## config.mk

```make
export PLATFORM = sky130hd
export DESIGN_NAME = tinker_mem_arbiter_flat
export DESIGN_NICKNAME = d
export VERILOG_FILES = /design/src/rtl/tinker_mem_pkg.sv /design/src/rtl/tinker_mem_arbiter_if.sv /design/src/rtl/tinker_resp_tracker.sv /design/src/rtl/tinker_mem_arbiter.sv /design/src/flat_wrapper.sv
export SDC_FILE = /design/constraint.sdc
export NUM_CORES = 1
export LEC_CHECK = 0
export CORE_AREA = 2 2 204 206
export DETAILED_ROUTE_END_ITERATION = 6
export DIE_AREA = 0 0 206 208
export GPL_TIMING_DRIVEN = 1
export SYNTH_ARGS = -nofsm -noshare
export SYNTH_HDL_FRONTEND = slang
export SYNTH_SLANG_ARGS = --single-unit
```

## constraint.sdc

```tcl
create_clock -name clk -period 2.1 [get_ports clk]
set_input_delay 0.42 -clock clk [delete_from_list [all_inputs] [get_ports clk]]
set_output_delay 0.42 -clock clk [all_outputs]
set_load 0.1 [all_outputs]
```

## src/rtl/tinker_mem_pkg.sv

```systemverilog
// Shared types and constants for the unified memory-port arbiter.
package tinker_mem_pkg;

  typedef enum logic [2:0] {
    TAG_NONE,
    TAG_IF,
    TAG_LS_RD,
    TAG_LS_WR,
    TAG_LS_ERR
  } tag_e;

  localparam int MEM_BYTES_DFLT = 524288;
  localparam int ACCESS_BYTES   = 8;

  // An 8-byte access fits only if its last byte is still inside the array.
  function automatic logic in_range(input logic [63:0] addr, input int mem_bytes);
    return addr <= 64'(mem_bytes - ACCESS_BYTES);
  endfunction

endpackage

```

## src/rtl/tinker_mem_arbiter_if.sv

```systemverilog
// Fetch, load/store and memory-array signals of the arbiter, grouped as one bus.
interface tinker_mem_arbiter_if;

  logic        if_req;
  logic [63:0] if_addr;
  logic        if_gnt;
  logic        if_flush;
  logic        if_rvalid;
  logic [63:0] if_rdata;

  logic        ls_req;
  logic        ls_we;
  logic [63:0] ls_addr;
  logic [63:0] ls_wdata;
  logic        ls_gnt;
  logic        ls_rvalid;
  logic [63:0] ls_rdata;
  logic        ls_err;

  logic        mem_en;
  logic        mem_we;
  logic [63:0] mem_addr;
  logic [63:0] mem_wdata;
  logic [63:0] mem_rdata;

  logic        busy;

  // Requester/memory-array side.
  modport master (
    output if_req, if_addr, if_flush, ls_req, ls_we, ls_addr, ls_wdata, mem_rdata,
    input  if_gnt, if_rvalid, if_rdata, ls_gnt, ls_rvalid, ls_rdata, ls_err,
           mem_en, mem_we, mem_addr, mem_wdata, busy
  );

  // Arbiter side.
  modport slave (
    input  if_req, if_addr, if_flush, ls_req, ls_we, ls_addr, ls_wdata, mem_rdata,
    output if_gnt, if_rvalid, if_rdata, ls_gnt, ls_rvalid, ls_rdata, ls_err,
           mem_en, mem_we, mem_addr, mem_wdata, busy
  );

endinterface

```

## src/rtl/tinker_resp_tracker.sv

```systemverilog
// RD_LAT-deep tag shift register that routes each memory response back to its
// requester; flush turns every in-flight fetch tag into an empty slot.
module tinker_resp_tracker
  import tinker_mem_pkg::*;
#(
  parameter int RD_LAT = 1
) (
  input  logic clk,
  input  logic reset,
  input  tag_e tag_in,
  input  logic flush,
  output tag_e tag_out,
  output logic busy
);

  tag_e tag_pipe [RD_LAT];

  function automatic tag_e squash(input tag_e t, input logic f);
    return (f && (t == TAG_IF)) ? TAG_NONE : t;
  endfunction

  always_ff @(posedge clk) begin
    if (reset) begin
      for (int i = 0; i < RD_LAT; i++) tag_pipe[i] <= TAG_NONE;
    end else begin
      tag_pipe[0] <= squash(tag_in, flush);
      for (int i = 1; i < RD_LAT; i++) tag_pipe[i] <= squash(tag_pipe[i-1], flush);
    end
  end

  assign tag_out = tag_pipe[RD_LAT-1];

  always_comb begin
    busy = 1'b0;
    for (int i = 0; i < RD_LAT; i++) begin
      if (tag_pipe[i] != TAG_NONE) busy = 1'b1;
    end
  end

endmodule

```

## src/rtl/tinker_mem_arbiter.sv

```systemverilog
// Shares the single unified memory port between fetch and load/store, with a
// starvation limit on consecutive LSU wins and tag-based response routing.
module tinker_mem_arbiter
  import tinker_mem_pkg::*;
#(
  parameter int MEM_BYTES  = MEM_BYTES_DFLT,
  parameter int RD_LAT     = 1,
  parameter int STARVE_MAX = 4
) (
  input logic           clk,
  input logic           reset,
  tinker_mem_arbiter_if.slave bus
);

  localparam int CNT_W = $clog2(STARVE_MAX + 1);
  localparam logic [CNT_W-1:0] STARVE_LIM = CNT_W'(STARVE_MAX);

  logic [CNT_W-1:0] starve_cnt;
  logic             if_ok;
  logic             ls_win;
  logic             if_win;
  logic             ls_in_rng;
  logic             if_in_rng;
  tag_e             tag_in;
  tag_e             tag_out;
  logic             trk_busy;

  function automatic logic [CNT_W-1:0] sat_inc(input logic [CNT_W-1:0] v);
    return (v < STARVE_LIM) ? v + 1'b1 : v;
  endfunction

  // Grant stage: combinational winner selection and memory strobe.
  always_comb begin
    if_ok     = bus.if_req && (bus.if_addr[2:0] == 3'b000);
    ls_win    = !reset && bus.ls_req && ((starve_cnt < STARVE_LIM) || !if_ok);
    if_win    = !reset && !ls_win && if_ok;
    ls_in_rng = in_range(bus.ls_addr, MEM_BYTES);
    if_in_rng = in_range(bus.if_addr, MEM_BYTES);

    bus.mem_en    = 1'b0;
    bus.mem_we    = 1'b0;
    bus.mem_addr  = '0;
    bus.mem_wdata = '0;
    tag_in        = TAG_NONE;

    if (ls_win) begin
      bus.mem_en    = ls_in_rng;
      bus.mem_we    = ls_in_rng && bus.ls_we;
      bus.mem_addr  = bus.ls_addr;
      bus.mem_wdata = bus.ls_wdata;
      if (!ls_in_rng)     tag_in = TAG_LS_ERR;
      else if (bus.ls_we) tag_in = TAG_LS_WR;
      else                tag_in = TAG_LS_RD;
    end else if (if_win) begin
      bus.mem_en   = if_in_rng;
      bus.mem_addr = bus.if_addr;
      tag_in       = TAG_IF;
    end
  end

  assign bus.if_gnt = if_win;
  assign bus.ls_gnt = ls_win;

  // The count only matters while a fetch is actually waiting.
  always_ff @(posedge clk) begin
    if (reset) begin
      starve_cnt <= '0;
    end else if (!bus.if_req || if_win) begin
      starve_cnt <= '0;
    end else if (ls_win) begin
      starve_cnt <= sat_inc(starve_cnt);
    end
  end

  tinker_resp_tracker #(
    .RD_LAT (RD_LAT)
  ) u_tracker (
    .clk     (clk),
    .reset   (reset),
    .tag_in  (tag_in),
    .flush   (bus.if_flush),
    .tag_out (tag_out),
    .busy    (trk_busy)
  );

  // Response stage: tail tag steers mem_rdata; a tail fetch is dropped on flush.
  always_comb begin
    bus.if_rvalid = 1'b0;
    bus.if_rdata  = '0;
    bus.ls_rvalid = 1'b0;
    bus.ls_rdata  = '0;
    bus.ls_err    = 1'b0;
    if (!reset) begin
      unique case (tag_out)
        TAG_IF: begin
          if (!bus.if_flush) begin
            bus.if_rvalid = 1'b1;
            bus.if_rdata  = bus.mem_rdata;
          end
        end
        TAG_LS_RD: begin
          bus.ls_rvalid = 1'b1;
          bus.ls_rdata  = bus.mem_rdata;
        end
        TAG_LS_WR:  bus.ls_rvalid = 1'b1;
        TAG_LS_ERR: begin
          bus.ls_rvalid = 1'b1;
          bus.ls_err    = 1'b1;
        end
        default: ;
      endcase
    end
  end

  assign bus.busy = trk_busy;

endmodule

```

## src/flat_wrapper.sv

```systemverilog
// flat-port wrapper written by rule: the top's interface ports become plain ports
module tinker_mem_arbiter_flat import tinker_mem_pkg::*;
#(
  parameter int MEM_BYTES  = MEM_BYTES_DFLT,
  parameter int RD_LAT     = 1,
  parameter int STARVE_MAX = 4
)
  (clk, reset, bus_if_req, bus_if_addr, bus_if_flush, bus_ls_req, bus_ls_we, bus_ls_addr, bus_ls_wdata, bus_mem_rdata, bus_if_gnt, bus_if_rvalid, bus_if_rdata, bus_ls_gnt, bus_ls_rvalid, bus_ls_rdata, bus_ls_err, bus_mem_en, bus_mem_we, bus_mem_addr, bus_mem_wdata, bus_busy);
  tinker_mem_arbiter_if bus_i ();
  input logic clk;
  input logic reset;
  input wire logic [$bits(bus_i.if_req)-1:0] bus_if_req;
  input wire logic [$bits(bus_i.if_addr)-1:0] bus_if_addr;
  input wire logic [$bits(bus_i.if_flush)-1:0] bus_if_flush;
  input wire logic [$bits(bus_i.ls_req)-1:0] bus_ls_req;
  input wire logic [$bits(bus_i.ls_we)-1:0] bus_ls_we;
  input wire logic [$bits(bus_i.ls_addr)-1:0] bus_ls_addr;
  input wire logic [$bits(bus_i.ls_wdata)-1:0] bus_ls_wdata;
  input wire logic [$bits(bus_i.mem_rdata)-1:0] bus_mem_rdata;
  output wire logic [$bits(bus_i.if_gnt)-1:0] bus_if_gnt;
  output wire logic [$bits(bus_i.if_rvalid)-1:0] bus_if_rvalid;
  output wire logic [$bits(bus_i.if_rdata)-1:0] bus_if_rdata;
  output wire logic [$bits(bus_i.ls_gnt)-1:0] bus_ls_gnt;
  output wire logic [$bits(bus_i.ls_rvalid)-1:0] bus_ls_rvalid;
  output wire logic [$bits(bus_i.ls_rdata)-1:0] bus_ls_rdata;
  output wire logic [$bits(bus_i.ls_err)-1:0] bus_ls_err;
  output wire logic [$bits(bus_i.mem_en)-1:0] bus_mem_en;
  output wire logic [$bits(bus_i.mem_we)-1:0] bus_mem_we;
  output wire logic [$bits(bus_i.mem_addr)-1:0] bus_mem_addr;
  output wire logic [$bits(bus_i.mem_wdata)-1:0] bus_mem_wdata;
  output wire logic [$bits(bus_i.busy)-1:0] bus_busy;
  assign bus_i.if_req = bus_if_req;
  assign bus_i.if_addr = bus_if_addr;
  assign bus_i.if_flush = bus_if_flush;
  assign bus_i.ls_req = bus_ls_req;
  assign bus_i.ls_we = bus_ls_we;
  assign bus_i.ls_addr = bus_ls_addr;
  assign bus_i.ls_wdata = bus_ls_wdata;
  assign bus_i.mem_rdata = bus_mem_rdata;
  assign bus_if_gnt = bus_i.if_gnt;
  assign bus_if_rvalid = bus_i.if_rvalid;
  assign bus_if_rdata = bus_i.if_rdata;
  assign bus_ls_gnt = bus_i.ls_gnt;
  assign bus_ls_rvalid = bus_i.ls_rvalid;
  assign bus_ls_rdata = bus_i.ls_rdata;
  assign bus_ls_err = bus_i.ls_err;
  assign bus_mem_en = bus_i.mem_en;
  assign bus_mem_we = bus_i.mem_we;
  assign bus_mem_addr = bus_i.mem_addr;
  assign bus_mem_wdata = bus_i.mem_wdata;
  assign bus_busy = bus_i.busy;
  tinker_mem_arbiter #(.MEM_BYTES(MEM_BYTES), .RD_LAT(RD_LAT), .STARVE_MAX(STARVE_MAX)) u_core (.clk(clk), .reset(reset), .bus(bus_i));
endmodule
```

Word level (Yosys, flattened, before mapping)
Memory sizes are Yosys's and may differ from the RTL's.
Index checks and enable logic that the tools add are counted.
{"block": "totals", "ff_bits": 3, "mem_bits_rw": 3, "in_bits": 262, "output_inout_bits": 264, "n_memories": 1}
{"name": "u_core.u_tracker.tag_pipe", "depth": 1, "word_bits": 3, "rd": 1, "rd_ports_with_merged_regs": 0, "wr": 1, "line": "tinker_resp_tracker.sv:16", "text": "tag_e tag_pipe [RD_LAT];"}
{"block": "classes", "n_addsub": 1, "n_lt_le_gt_ge": 3, "n_eq_ne": 5, "mux": 29, "reduce_logical": 19}
{"cell": "$mux 64", "n": 8}
{"cell": "$le 64x19->1 const B", "n": 2}
{"cell": "$mux 1", "n": 17}
{"cell": "$mux 3", "n": 4}
{"cell": "$logic_and 1x1->1", "n": 7}
{"cell": "$eq 3x1->1 const B", "n": 2}
{"cell": "$eq 3x2->1 const B", "n": 2}
{"cell": "$reduce_or 3->1", "n": 2}
{"cell": "$logic_not 1->1", "n": 4}
{"cell": "$add 3x1->3 const B", "n": 1}
{"cell": "$eq 3x3->1 const B", "n": 1}
{"cell": "$logic_not 3->1", "n": 1}
{"cell": "$lt 3x3->1 const B", "n": 1}
{"cell": "$reduce_bool 3->1", "n": 1}
{"cell": "$logic_or 1x1->1", "n": 2}
{"cell": "$reduce_and 2->1", "n": 1}
{"cell": "$reduce_or 2->1", "n": 1}

Longest topological paths before layout
Gate-level depths: netlist of the first run.
{"block": "depth", "ltp_word": 14, "mapped_depth": 6}

Modules after synthesis
From an unflattened synthesis of the first run, not the netlist that was laid out.
{"block": "unflattened", "hier_cells": 378, "area_unflattened_um2": 2616.3}
{"mod": "tinker_mem_arbiter", "instances": 1, "cells_per_inst": 370, "area_per_inst_um2": 2522.4, "seq_area_each_um2": 60.1}
{"mod": "tinker_resp_tracker", "instances": 1, "cells_per_inst": 8, "area_per_inst_um2": 93.8, "seq_area_each_um2": 60.1}

Worst setup path before layout of the first run
OpenSTA, ideal clock, no wires.
{"block": "synth_timing", "path_kind": "input -> output", "start": "input reset", "end": "output bus_mem_wdata[27]", "arrival_ns": 2.815, "path_slack_ns": -1.135, "path_stages": 4, "path_buffers": 2, "cell_sequence": "buf_2 -> a311oi_4 -> clkbuf_1 -> and2_1"}
{"block": "synth_via", "elab_chain_len": 4}
{"item": "start: declaration", "line": "flat_wrapper.sv:11", "text": "input logic reset;"}
{"item": "$logic_not 1->1", "line": "tinker_mem_arbiter.sv:35", "text": "ls_win = !reset && bus.ls_req && ((starve_cnt < STARVE_LIM) || !if_ok);"}
{"item": "$logic_and 1x1->1 (2 in a row)", "line": "tinker_mem_arbiter.sv:35"}
{"item": "via bus_ls_gnt", "line": "flat_wrapper.sv:23", "text": "output wire logic [$bits(bus_i.ls_gnt)-1:0] bus_ls_gnt;"}
{"item": "$mux 64", "line": "tinker_mem_arbiter.sv:46", "text": "if (ls_win) begin"}
{"item": "end: declaration", "line": "flat_wrapper.sv:30", "text": "output wire logic [$bits(bus_i.mem_wdata)-1:0] bus_mem_wdata;"}
The timed path passes the listed nets, and every way through them passes these cells.

Worst setup path after layout of the first run
{"block": "layout_timing", "start": "input bus_if_addr[2]", "end": "output bus_mem_addr[30]"}
{"block": "layout_via", "elab_chain_len": 10}
{"item": "start: declaration", "line": "flat_wrapper.sv:13", "text": "input wire logic [$bits(bus_i.if_addr)-1:0] bus_if_addr;"}
{"item": "$logic_not 3->1 *", "line": "tinker_mem_arbiter.sv:34", "text": "if_ok = bus.if_req && (bus.if_addr[2:0] == 3'b000);"}
{"item": "$logic_and 1x1->1 *", "line": "tinker_mem_arbiter.sv:34"}
{"item": "$logic_not 1->1", "line": "tinker_mem_arbiter.sv:35"}
{"item": "$logic_or 1x1->1", "line": "tinker_mem_arbiter.sv:35"}
{"item": "$logic_and 1x1->1", "line": "tinker_mem_arbiter.sv:35"}
{"item": "$logic_not 1->1", "line": "tinker_mem_arbiter.sv:36", "text": "if_win = !reset && !ls_win && if_ok;"}
{"item": "$logic_and 1x1->1 (2 in a row)", "line": "tinker_mem_arbiter.sv:36"}
{"item": "$mux 64", "line": "tinker_mem_arbiter.sv:54", "text": "end else if (if_win) begin"}
{"item": "$mux 64 *", "line": "tinker_mem_arbiter.sv:46"}
{"item": "end: declaration", "line": "flat_wrapper.sv:29", "text": "output wire logic [$bits(bus_i.mem_addr)-1:0] bus_mem_addr;"}
Mark *: on every way between the ends. The rest lies on a longest branch, timed or not.

==> results.md, run 1 <==
* Outcome: finished with violations
* Violated checks: setup timing
* Vias/cell at around 3.7
* Distinct cells, synth at 33
* Initial core utilization at under 10%
* Final setup violating endpoints at 200
* Vias post-DR at approximately 6000
* CTS tree: built
* IO Count at approximately 530
* H-tree levels at 1
* Root buffer cell: clkbuf_16
* IO buf count at 525
* Crit path capture type: output port
* Mapped Area at between 2000 and 3000 um^2
* DR iter-0 viols at 161
* Hold Vio Cnt, Final at 0
* Setup slack after layout at -0.346 ns
* Largest net degree at the start of global routing at 68
* Max cap viols at 0
* First-pass iteration count of the detailed router at 4
* Fmax at slightly above 0.4 GHz
* Total grt overflow at 0
* Mean Syn Cell Area at ~7 um^2
* Hold Path Class: primary input to flip-flop
* Mapped Cells at ~380
* Worst-case clock skew at between 0.002 and 0.0025 ns
* Critical path type: primary input to output port
* Die span in y at 208 um
* Pwr Density at 207 nW/um^2
* Total die area at between 40000 and 50000 um^2
* Setup repair after global routing missed its margin: yes
* Worst EP required at about 1.7 ns
* Slowest CP cell: a22o_4
* Final #Nets at approximately 1300
* Worst-Margin Slew at 0.391 ns
* Die width at between 200 and 250 um
* Worst path bufs/invs at 7
* Worst-path fanout max at 7
* Detailed Place HPWL at about 25000 um
* TritonCTS buffer count at 3
* Syn_nets at between 600 and 700
* CP top delay family: buffers and inverters
* Worst VDD drop at between 0.1 and 0.15 mV
* # DRC at 0
* Leak at around 0.0063 uW
* Initial antenna violation count at 3
* Most frequent CP cell: buf_6
* Startpoint types: primary input
* Worst path cell trace: buf_6 > nor3_4 > buf_6 > buf_6 > a311oi_4 > buf_6 > buf_12 > buf_16 > a22o_4 > buf_12
* Fillers at between 3000 and 4000
* Warnings from Yosys at 0
* Drt wl/cell at roughly 21 um
* Critical Path AT at between 2 and 2.5 ns
* Area of the core at approximately 40000 um^2
* Worst-path clk slew at 0.03 ns
* Final Non-Filler Cells at between 1500 and 2000
* Gpl congestion at 0.942
* Vias in the first global route at 6405
* Proportion of layout cells with a drive suffix above 1 at a little under three quarters
* Dpl cells at 1517
* Tot GR Track Use at approximately 14%
* CTS max path bufs at 2
* Area growth syn-to-layout at 458%
* Final Util at roughly 36%
* Period utilisation layout at 116%
* Clock insertion delay at the later pin of the skew report at 0.23 ns
* Final max-slew violation count at 0
* # clock sinks at 6
* Post-synthesis sequential area ratio at 4.58%
* Min cycle time layout at 2.45 ns
* Flops & latches, synth at 6
* Antenna viol nets, final at 0
* Std-Cell Rows at between 70 and 80
* Rel. slew slack at roughly 74%
* # hold bufs at CTS at 0
* Detailed Route WL at ~32000 um
* First-pass GRT wire length at 43600 um
* Crit-path max cell delay at between 0.2 and 0.3 ns
report_power, final:
group | internal, uW | switching [uW]
logic | 1250 | 1360
clock network | 244 | 63.6
registers | 116 | 3.65
final timing paths:
check / slack, ns / endpoint / depth (start not counted) / start
worst min-delay path: 0.53 / u_core.u_tracker.tag_pipe[0][0]$_SDFF_PP0_ / 3 / bus_if_flush
worst min register to register: 0.56 / u_core.starve_cnt[1]$_SDFFE_PP0P_ / 2 / u_core.starve_cnt[1]$_SDFFE_PP0P_
worst max register to register: 0.45 / u_core.u_tracker.tag_pipe[0][0]$_SDFF_PP0_ / 9 / u_core.starve_cnt[2]$_SDFFE_PP0P_
worst max-delay path: -0.35 / bus_mem_addr[30] / 10 / bus_if_addr[2]
repair_timing:
item / CTS / global route
buffers inserted: 37 / 6
gates resized for setup: 316 / 119
pin swaps: 114 / 78
gates cloned: 19 / 8
endpoints found under the setup margin: 264 / 234
cells in the final DEF, fill, tap and decap left out, drive strengths merged, types with 4 or more instances in the layout:
cell             n
clkdlybuf4s50  167
a22o            61
dfxtp            6
and2           133
nand4           14
clkbuf          11
nor2            10
dlymetal6s2s    19
clkdlybuf4s15    4
inv              4
and3            64
buf            443
dlygate4sd2     62
nor4            22
cell type report:
class                      instances  area, um^2  share of cell area, %
timing repair buffer             704       10100                   68.9
multi-input combinational        330        3670                   25.1
tap                              532         666                   4.55
sequential                         6         126                  0.864
clock buffer                       3        75.1                  0.513
inverter                           4        15.0                  0.103
antenna                            1        2.50                 0.0171
synthesized netlist by cell type:
| master | n | area share (%) |
|---|---|---|
| nand4_1 | 14 | 3.3 |
| o31ai_1 | 1 | 0.29 |
| nor4_1 | 22 | 5.2 |
| buf_6 | 6 | 2.6 |
| inv_1 | 4 | 0.57 |
| nand3b_1 | 1 | 0.29 |
| o21ai_1 | 2 | 0.38 |
| a311oi_4 | 1 | 1.0 |
| xnor2_1 | 1 | 0.33 |
| a21oi_1 | 3 | 0.57 |
| ha_1 | 1 | 0.48 |
| a22o_2 | 1 | 0.38 |
| nor2_1 | 10 | 1.4 |
| nand3_2 | 1 | 0.38 |
| nand2_1 | 3 | 0.43 |
| a22o_1 | 60 | 20 |
| or3_1 | 3 | 0.72 |
| buf_4 | 3 | 0.86 |
| clkbuf_1 | 20 | 2.9 |
| and3_1 | 64 | 15 |
| and2_1 | 133 | 32 |
| o22ai_1 | 1 | 0.24 |
| buf_2 | 5 | 0.95 |
| nor4b_4 | 1 | 0.91 |
| nand2b_1 | 1 | 0.24 |
| clkbuf_2 | 7 | 1.3 |
| dfxtp_1 | 6 | 4.6 |
| buf_8 | 1 | 0.57 |
| nor3_4 | 1 | 0.62 |
| or4_2 | 1 | 0.33 |
| nor3_1 | 2 | 0.38 |
| nor3b_1 | 1 | 0.29 |
| mux2i_1 | 1 | 0.38 |
kinds of logic (layout without fill, tap and decap cells):
logic type	Yosys count	after routing	share of synthesized area [%]
adder cells (fa/ha/maj)	1	1	0.477
other	0	1	0
flip-flops	6	6	4.58
multiplexers	1	1	0.382
AO/OA/AOI/OAI	69	69	22.9
buffers and inverters	46	711	9.73
AND/OR/NAND/NOR	258	258	61.6
XOR/XNOR	1	1	0.334
state kept, by name, summed over array words and instances (netlist names):
register and cells:
u_core.u_tracker.tag_pipe 3, u_core.starve_cnt 3
metrics by stage:
| stage | instance area, um^2 | worst slack, ns | total power (uW) | TNS (ns) | hold WS (ns) |
|---|---|---|---|---|---|
| final | 14600 | -0.346 | 3030 | -37.84 | 0.534 |
| after global routing | 14600 | -0.396 | 3130 | -49.67 | 0.563 |
| after CTS | 14300 | -0.430 | 3030 | -45.11 | 0.522 |
| after detailed placement | 12600 | -1.09 | 2440 | -143.28 | 0.514 |
| after global placement | 12600 | -1.09 | 2430 | -135.19 | 0.480 |
| after floorplan | 3260 | -0.241 | 1150 | -4.34 | 0.465 |
worst reg2reg max path, delay by kind of cell (launching register included):
kind	cells	cell delay [ns]
buffers and inverters	6	0.63
AOI/OAI and AO/OA	2	0.24
and+or+nand+nor	1	0.24
DFF	1	0.44
metal layers:
layer | wire length (um) | vias up | part of all wire [%] | track usage (%)
met1 | 10100 | 2724 | 31 | 12.9
met2 | 18200 | 364 | 56 | 28.2
met3 | 2900 | 48 | 8.9 | 3.57
met4 | 1200 | 4 | 3.7 | 4.56
li1 | - | 2753 | - | -
met5 | 27 | - | 0.083 | 0
Power figures use the tool's default switching activity.
==> inputs of run 2 (changes only) <==
==> constraint.sdc (replaced) <==
create_clock -name clk -period 2.1 [get_ports clk]
set_input_delay 0.21 -clock clk [delete_from_list [all_inputs] [get_ports clk]]
set_output_delay 0.21 -clock clk [all_outputs]
set_load 0.1 [all_outputs]
==> run 2 against run 1 <==
Effect of this change:
- the run now ends clean
- sequential power is essentially flat
- worst setup slack better by 0.40 ns
- register-to-register slack better by 0.25 ns
- via count shrank 9.7%
- fmax grew 19%
- wire length decreased by 23%
- critical endpoint is now bus_mem_en
==> results.md, run 2 (synthesis gave the netlist of run 1 again) <==
* Combinational power share at 84.0% (was 85.9%)
* Max cap viols at 0 (unchanged)
* Total Power at 2610 uW (was 3030 uW)
* FF-to-FF Start: u_core.starve_cnt[2]$_SDFFE_PP0P_ (unchanged)
* Vias post-DR at 5323 (was 5893)
* Largest net degree at the start of global routing at 68 (unchanged)
* IO buf count at 525 (unchanged)
* Final max-slew violation count at 0 (unchanged)
* Gpl congestion at 0.921 (was 0.942)
* Clock insertion delay at the later pin of the skew report at 0.22 ns (was 0.23 ns)
* Initial core utilization at 6.47% (unchanged)
* Die span in y at 208 um (unchanged)
* DR iter-0 viols at 186 (was 161)
* Tot GR Track Use at 10.9% (was 13.8%)
* Largest regs: u_core.starve_cnt x3, u_core.u_tracker.tag_pipe x3 (unchanged)
* Proportion of layout cells with a drive suffix above 1 at 43.2% (was 71.8%)
* Die width at 206 um (unchanged)
* TritonCTS buffer count at 3 (unchanged)
* Worst EP required at 1.89 ns (was 1.68 ns)
* Area growth syn-to-layout at 361% (was 458%)
* H-tree levels at 1 (unchanged)
* Fillers at 4164 (was 3939)
* Worst-case clock skew at 0.00290 ns (was 0.00242 ns)
* Detailed Route WL at 24900 um (was 32400 um)
* Critical path type: primary input to output port (unchanged)
* Setup repair after global routing missed its margin: yes (unchanged)
* Total grt overflow at 0 (unchanged)
* N_diodes at 0 (was 1)
* Area of the core at 40600 um^2 (unchanged)
* Switching pwr at 1270 uW (was 1430 uW)
* Fmax at 0.488 GHz (was 0.409 GHz)
* Startpoint types: primary input (unchanged)
* Vias in the first global route at 5674 (was 6405)
* Pwr Density at 216 nW/um^2 (was 207 nW/um^2)
* First-pass iteration count of the detailed router at 4 (unchanged)
* # clock sinks at 6 (unchanged)
* Initial antenna violation count at 2 (was 3)
* Rel. slew slack at 73.2% (was 73.7%)
* Period utilisation layout at 97.6% (was 116%)
* Antenna viol nets, final at 0 (unchanged)
* Final hold slack at 0.509 ns (was 0.534 ns)
* Root buffer cell: clkbuf_16 (unchanged)
* Clock share of power at 11.4% (was 10.2%)
* Multi-input gate area at 2530 um^2 (was 3670 um^2)
* Worst VDD drop at 0.153 mV (was 0.149 mV)
* Hold Vio Cnt, Final at 0 (unchanged)
* CTS max path bufs at 2 (unchanged)
* CP startpoint: bus_if_addr[35] (was bus_if_addr[2])
* First-pass GRT wire length at 35700 um (was 43600 um)
* Vias/cell at 3.58 (was 3.73)
* Final setup violating endpoints at 0 (was 200)
* Worst-path clk slew at 0.03 ns (about the same)
* Crit path capture type: output port (unchanged)
* Hold Path Class: flip-flop to flip-flop (was primary input to flip-flop)
* Total die area at 42800 um^2 (unchanged)
* Leak at 0.00508 uW (was 0.00625 uW)
* IO Count at 526 (unchanged)
* Detailed Place HPWL at 21900 um (was 24700 um)
* Final #Nets at 1218 (was 1312)
* Worst-path fanout max at 2 (was 7)
* Commonest non-fill, non-tap cell in the layout: buf_12 (unchanged)
* Register area at 123 um^2 (was 126 um^2)
* Min cycle time layout at 2.05 ns (was 2.45 ns)
* Critical Path AT at 1.84 ns (was 2.03 ns)
* CTS tree: built (unchanged)
* Std-Cell Rows at 74 (unchanged)
* Drt wl/cell at 16.8 um (was 20.5 um)
* Worst-Margin Slew at 0.398 ns (was 0.391 ns)
* Outcome: complete, no violations (was finished with violations)
* Hold_sp: u_core.starve_cnt[1]$_SDFFE_PP0P_ (was bus_if_flush)
* # DRC at 0 (unchanged)
* Register share of total power at 4.6% (was 3.9%)
* Most frequent cells in the layout: 275 x buf_12, 201 x clkdlybuf4s50_1, 126 x and2_1, 67 x buf_4, 63 x and3_1 (was 286 x buf_12, 167 x clkdlybuf4s50_1, 126 x and2_4, 106 x buf_4, 64 x and3_4)
* Internal power at 1340 uW (was 1610 uW)
* Switch share at 48.6% (was 47.0%)
-- run 2: cell types whose count changed in the layout (fill, tap and decap cells not counted), moves of 11 or more --
cell / before / now
clkdlybuf4s50_1: 167 / 201
buf_12: 286 / 275
and3_1: 0 / 63
and3_4: 64 / 1
buf_4: 106 / 67
buf_6: 25 / 7
buf_16: 15 / 1
and2_4: 126 / 0
and2_1: 1 / 126
dlygate4sd2_1: 62 / 47
a22o_1: 0 / 43
a22o_4: 61 / 8
-- run 2: layout make-up --
type | count | share of cell area [%]
multi-input combinational | 330 | 20.9
clock buffer | 3 | 0.621
tap | 532 | 5.51
timing repair buffer | 610 | 71.8
sequential | 6 | 1.01
inverter | 4 | 0.124
-- run 2: power by group through the flow --
stage | sequential (uW) | clock (uW) | combinational (uW)
detailed placement | 121 | 0 | 2190
CTS | 120 | 306 | 2200
finish | 120 | 299 | 2200
global placement | 121 | 0 | 2190
global route | 120 | 314 | 2260
floorplan | 120 | 0 | 974
-- run 2: routing by layer --
layer / up-vias / wire length, um / global-route usage (%)
li1: 2544 / - / -
met1: 2460 / 9280 / 12.3
met2: 285 / 12900 / 19.9
met3: 32 / 1920 / 2.40
met4: 2 / 801 / 3.92
met5: - / 8 / 0
-- run 2: final timing paths --
| check | endpoint | slack (ns) | cells after the start |
|---|---|---|---|
| hold reg to reg | u_core.starve_cnt[1]$_SDFFE_PP0P_ | 0.51 | 2 |
| setup / recovery | bus_mem_en | 0.05 | 6 |
| hold / removal | u_core.starve_cnt[1]$_SDFFE_PP0P_ | 0.51 | 2 |
| setup reg to reg | u_core.u_tracker.tag_pipe[0][1]$_SDFF_PP0_ | 0.70 | 7 |
-- run 2: through the flow --
stage | setup WS [ns] | cell area [um^2] | cells | utilization, % | TNS [ns]
4_1_cts | -0.0109 | 12000 | 1482 | 29.5 | -0.0109
5_1_grt | -0.0241 | 12100 | 1485 | 29.8 | -0.0241
3_5_place_dp | -0.450 | 11700 | 1474 | 28.9 | -27.18
3_3_place_gp | -0.410 | 11700 | 1474 | 28.9 | -25.38
6_report | 0.0514 | 12100 | 1485 | 29.8 | 0
2_1_floorplan | -0.248 | 2670 | 382 | - | -0.312
-- run 2: timing repair --
| item | CTS | global route |
|---|---|---|
| cloned | 1 | 0 |
| hold buffers | 0 | 0 |
| setup endpoints to repair | 190 | 13 |
| pin swaps | 26 | 12 |
| gates resized for setup | 88 | 27 |
| buffers inserted | 6 | 4 |
-- run 2: worst max-delay path, cell delays in order --
cell,delay [ns]
dlygate4sd2_1,0.25
or4_4,0.53
nor4_2,0.22
nand4_1,0.21
o21ai_4,0.23
buf_12,0.19
==> inputs of run 3 (changes only) <==
Settings changed: CAP_MARGIN from default to 25, GPL_ROUTABILITY_DRIVEN from default to 0, SKIP_CTS_REPAIR_TIMING from default to 1.
==> run 3 against run 2 <==
Effect of this change:
- the run now ends with setup timing left
- die area unchanged
- global-route usage shrank 0.16 points
- utilization rose by 2.9 points
- clock power about the same
- largest power group unchanged
- largest cell class unchanged
- critical path depth rose by 2
- critical endpoint is now bus_mem_we
- total power up 9.8%
- flip-flop and latch count did not move
- worst setup slack worse by 0.054 ns
==> results.md, run 3 (synthesis gave the netlist of run 1 again) <==
* Tot GR Track Use at 10.8% (was 10.9%)
* Area growth syn-to-layout at 405% (was 361%)
* H-tree levels at 1 (unchanged)
* Pwr Density at 217 nW/um^2 (was 216 nW/um^2)
* Total grt overflow at 0 (unchanged)
* Crit path capture type: output port (unchanged)
* N_diodes at 0 (unchanged)
* Total die area at 42800 um^2 (unchanged)
* IO buf count at 525 (unchanged)
* Leak at 0.00607 uW (was 0.00508 uW)
* Worst-Margin Slew at 0.391 ns (was 0.398 ns)
* Critical path type: primary input to output port (unchanged)
* CTS max path bufs at 2 (unchanged)
* Most frequent cells in the layout: 278 x buf_12, 191 x clkdlybuf4s50_1, 86 x and2_1, 68 x dlymetal6s2s_1, 66 x buf_4 (was 275 x buf_12, 201 x clkdlybuf4s50_1, 126 x and2_1, 67 x buf_4, 63 x and3_1)
* # clock sinks at 6 (unchanged)
* Worst EP required at 1.89 ns (about the same)
* Period utilisation layout at 100% (was 97.6%)
* Largest net degree at the start of global routing at 68 (unchanged)
* First-pass GRT wire length at 35200 um (was 35700 um)
* Drt wl/cell at 18.7 um (was 16.8 um)
* DR iter-0 viols at 183 (was 186)
* Design area at 13300 um^2 (was 12100 um^2)
* Initial core utilization at 6.47% (unchanged)
* Critical Path AT at 1.89 ns (was 1.84 ns)
* Final hold slack at 0.422 ns (was 0.509 ns)
* Final Util at 32.7% (was 29.8%)
* Fin Setup TNS at -0.00294 ns (was 0 ns)
* Fmax at 0.476 GHz (was 0.488 GHz)
* Placed inst area at 11700 um^2 (unchanged)
* Area of the core at 40600 um^2 (unchanged)
* Rel. slew slack at 73.7% (was 73.2%)
* Hold Path Class: primary input to flip-flop (was flip-flop to flip-flop)
* Detailed Place HPWL at 21900 um (unchanged)
* Worst-case clock skew at 0.00317 ns (was 0.00290 ns)
* Vias in the first global route at 5589 (was 5674)
* Setup repair after global routing missed its margin: yes (unchanged)
* Std-Cell Rows at 74 (unchanged)
* Die width at 206 um (unchanged)
* Antenna viol nets, final at 0 (unchanged)
* TritonCTS buffer count at 3 (unchanged)
* Vias post-DR at 5532 (was 5323)
* Root buffer cell: clkbuf_16 (unchanged)
* Startpoint types: primary input (unchanged)
* IO Count at 526 (unchanged)
* Detailed Route WL at 28200 um (was 24900 um)
* Multi-input gate area at 2990 um^2 (was 2530 um^2)
* Fillers at 4022 (was 4164)
* Register area at 121 um^2 (was 123 um^2)
* Max cap viols at 0 (unchanged)
* Die span in y at 208 um (unchanged)
* Final max-slew violation count at 0 (unchanged)
* # DRC at 0 (unchanged)
* Final #Nets at 1240 (was 1218)
* Outcome: finished with violations (was complete, no violations)
* Final setup violating endpoints at 1 (was 0)
* Place WS at -0.450 ns (unchanged)
* Setup slack after layout at -0.00294 ns (was 0.0514 ns)
* Initial antenna violation count at 2 (unchanged)
* Worst VDD drop at 0.187 mV (was 0.153 mV)
* CTS tree: built (unchanged)
* Commonest non-fill, non-tap cell in the layout: buf_12 (unchanged)
* Violated checks: setup timing
* Worst-path clk slew at 0.03 ns (about the same)
* Vias/cell at 3.67 (was 3.58)
* Clock insertion delay at the later pin of the skew report at 0.22 ns (about the same)
* Worst-path fanout max at 3 (was 2)
* Hold Vio Cnt, Final at 0 (unchanged)
* Largest regs: u_core.starve_cnt x3, u_core.u_tracker.tag_pipe x3 (unchanged)
* Proportion of layout cells with a drive suffix above 1 at 51.8% (was 43.2%)
* Min cycle time layout at 2.10 ns (was 2.05 ns)
* First-pass iteration count of the detailed router at 4 (unchanged)
-- run 3: worst paths after layout --
check | start | to | slack (ns) | cells after the start
worst min register to register | u_core.starve_cnt[1]$_SDFFE_PP0P_ | u_core.starve_cnt[1]$_SDFFE_PP0P_ | 0.50 | 2
worst max-delay path | bus_ls_addr[38] | bus_mem_we | -0.003 | 8
worst max register to register | u_core.starve_cnt[2]$_SDFFE_PP0P_ | u_core.u_tracker.tag_pipe[0][1]$_SDFF_PP0_ | 0.61 | 7
worst min-delay path | bus_if_req | u_core.starve_cnt[0]$_SDFFE_PP0P_ | 0.42 | 3
-- run 3: where the power goes --
part / switching, uW / total, uW / internal (uW) / leakage [uW]
combinational: 1300 / 2450 / 1150 / 0.00599
sequential: 3.00 / 120 / 117 / 0.0000492
clock: 55.6 / 299 / 244 / 0.0000370
-- run 3: cell type report --
class	instances	share of cell area, %
clock buffers	3	0.567
flip-flops and latches	6	0.916
multi-input cells	330	22.5
well taps	532	5.02
inverters	4	0.113
repair buffers	632	70.8
-- run 3: critical path, cell delays in order --
cell and delay (ns):
clkdlybuf4s50_1 0.51, nor4_1 0.29, nand4_1 0.14, nor2_1 0.15, buf_4 0.15, nand3_4 0.12
nor2_4 0.14, buf_12 0.18
-- run 3: metrics by stage --
stage	cells	power [uW]
after global routing	1507	2950
final	1507	2870
after floorplan	382	1090
after global placement	1474	2310
after detailed placement	1474	2320
after CTS	1477	2630
-- run 3: layer usage --
layer | vias up | part of all wire [%] | global-route usage [%]
met5 | - | 0.028 | 0
met4 | 2 | 1.9 | 3.60
met3 | 24 | 7.2 | 2.22
met2 | 288 | 52 | 19.9
met1 | 2624 | 39 | 12.1
li1 | 2594 | - | -
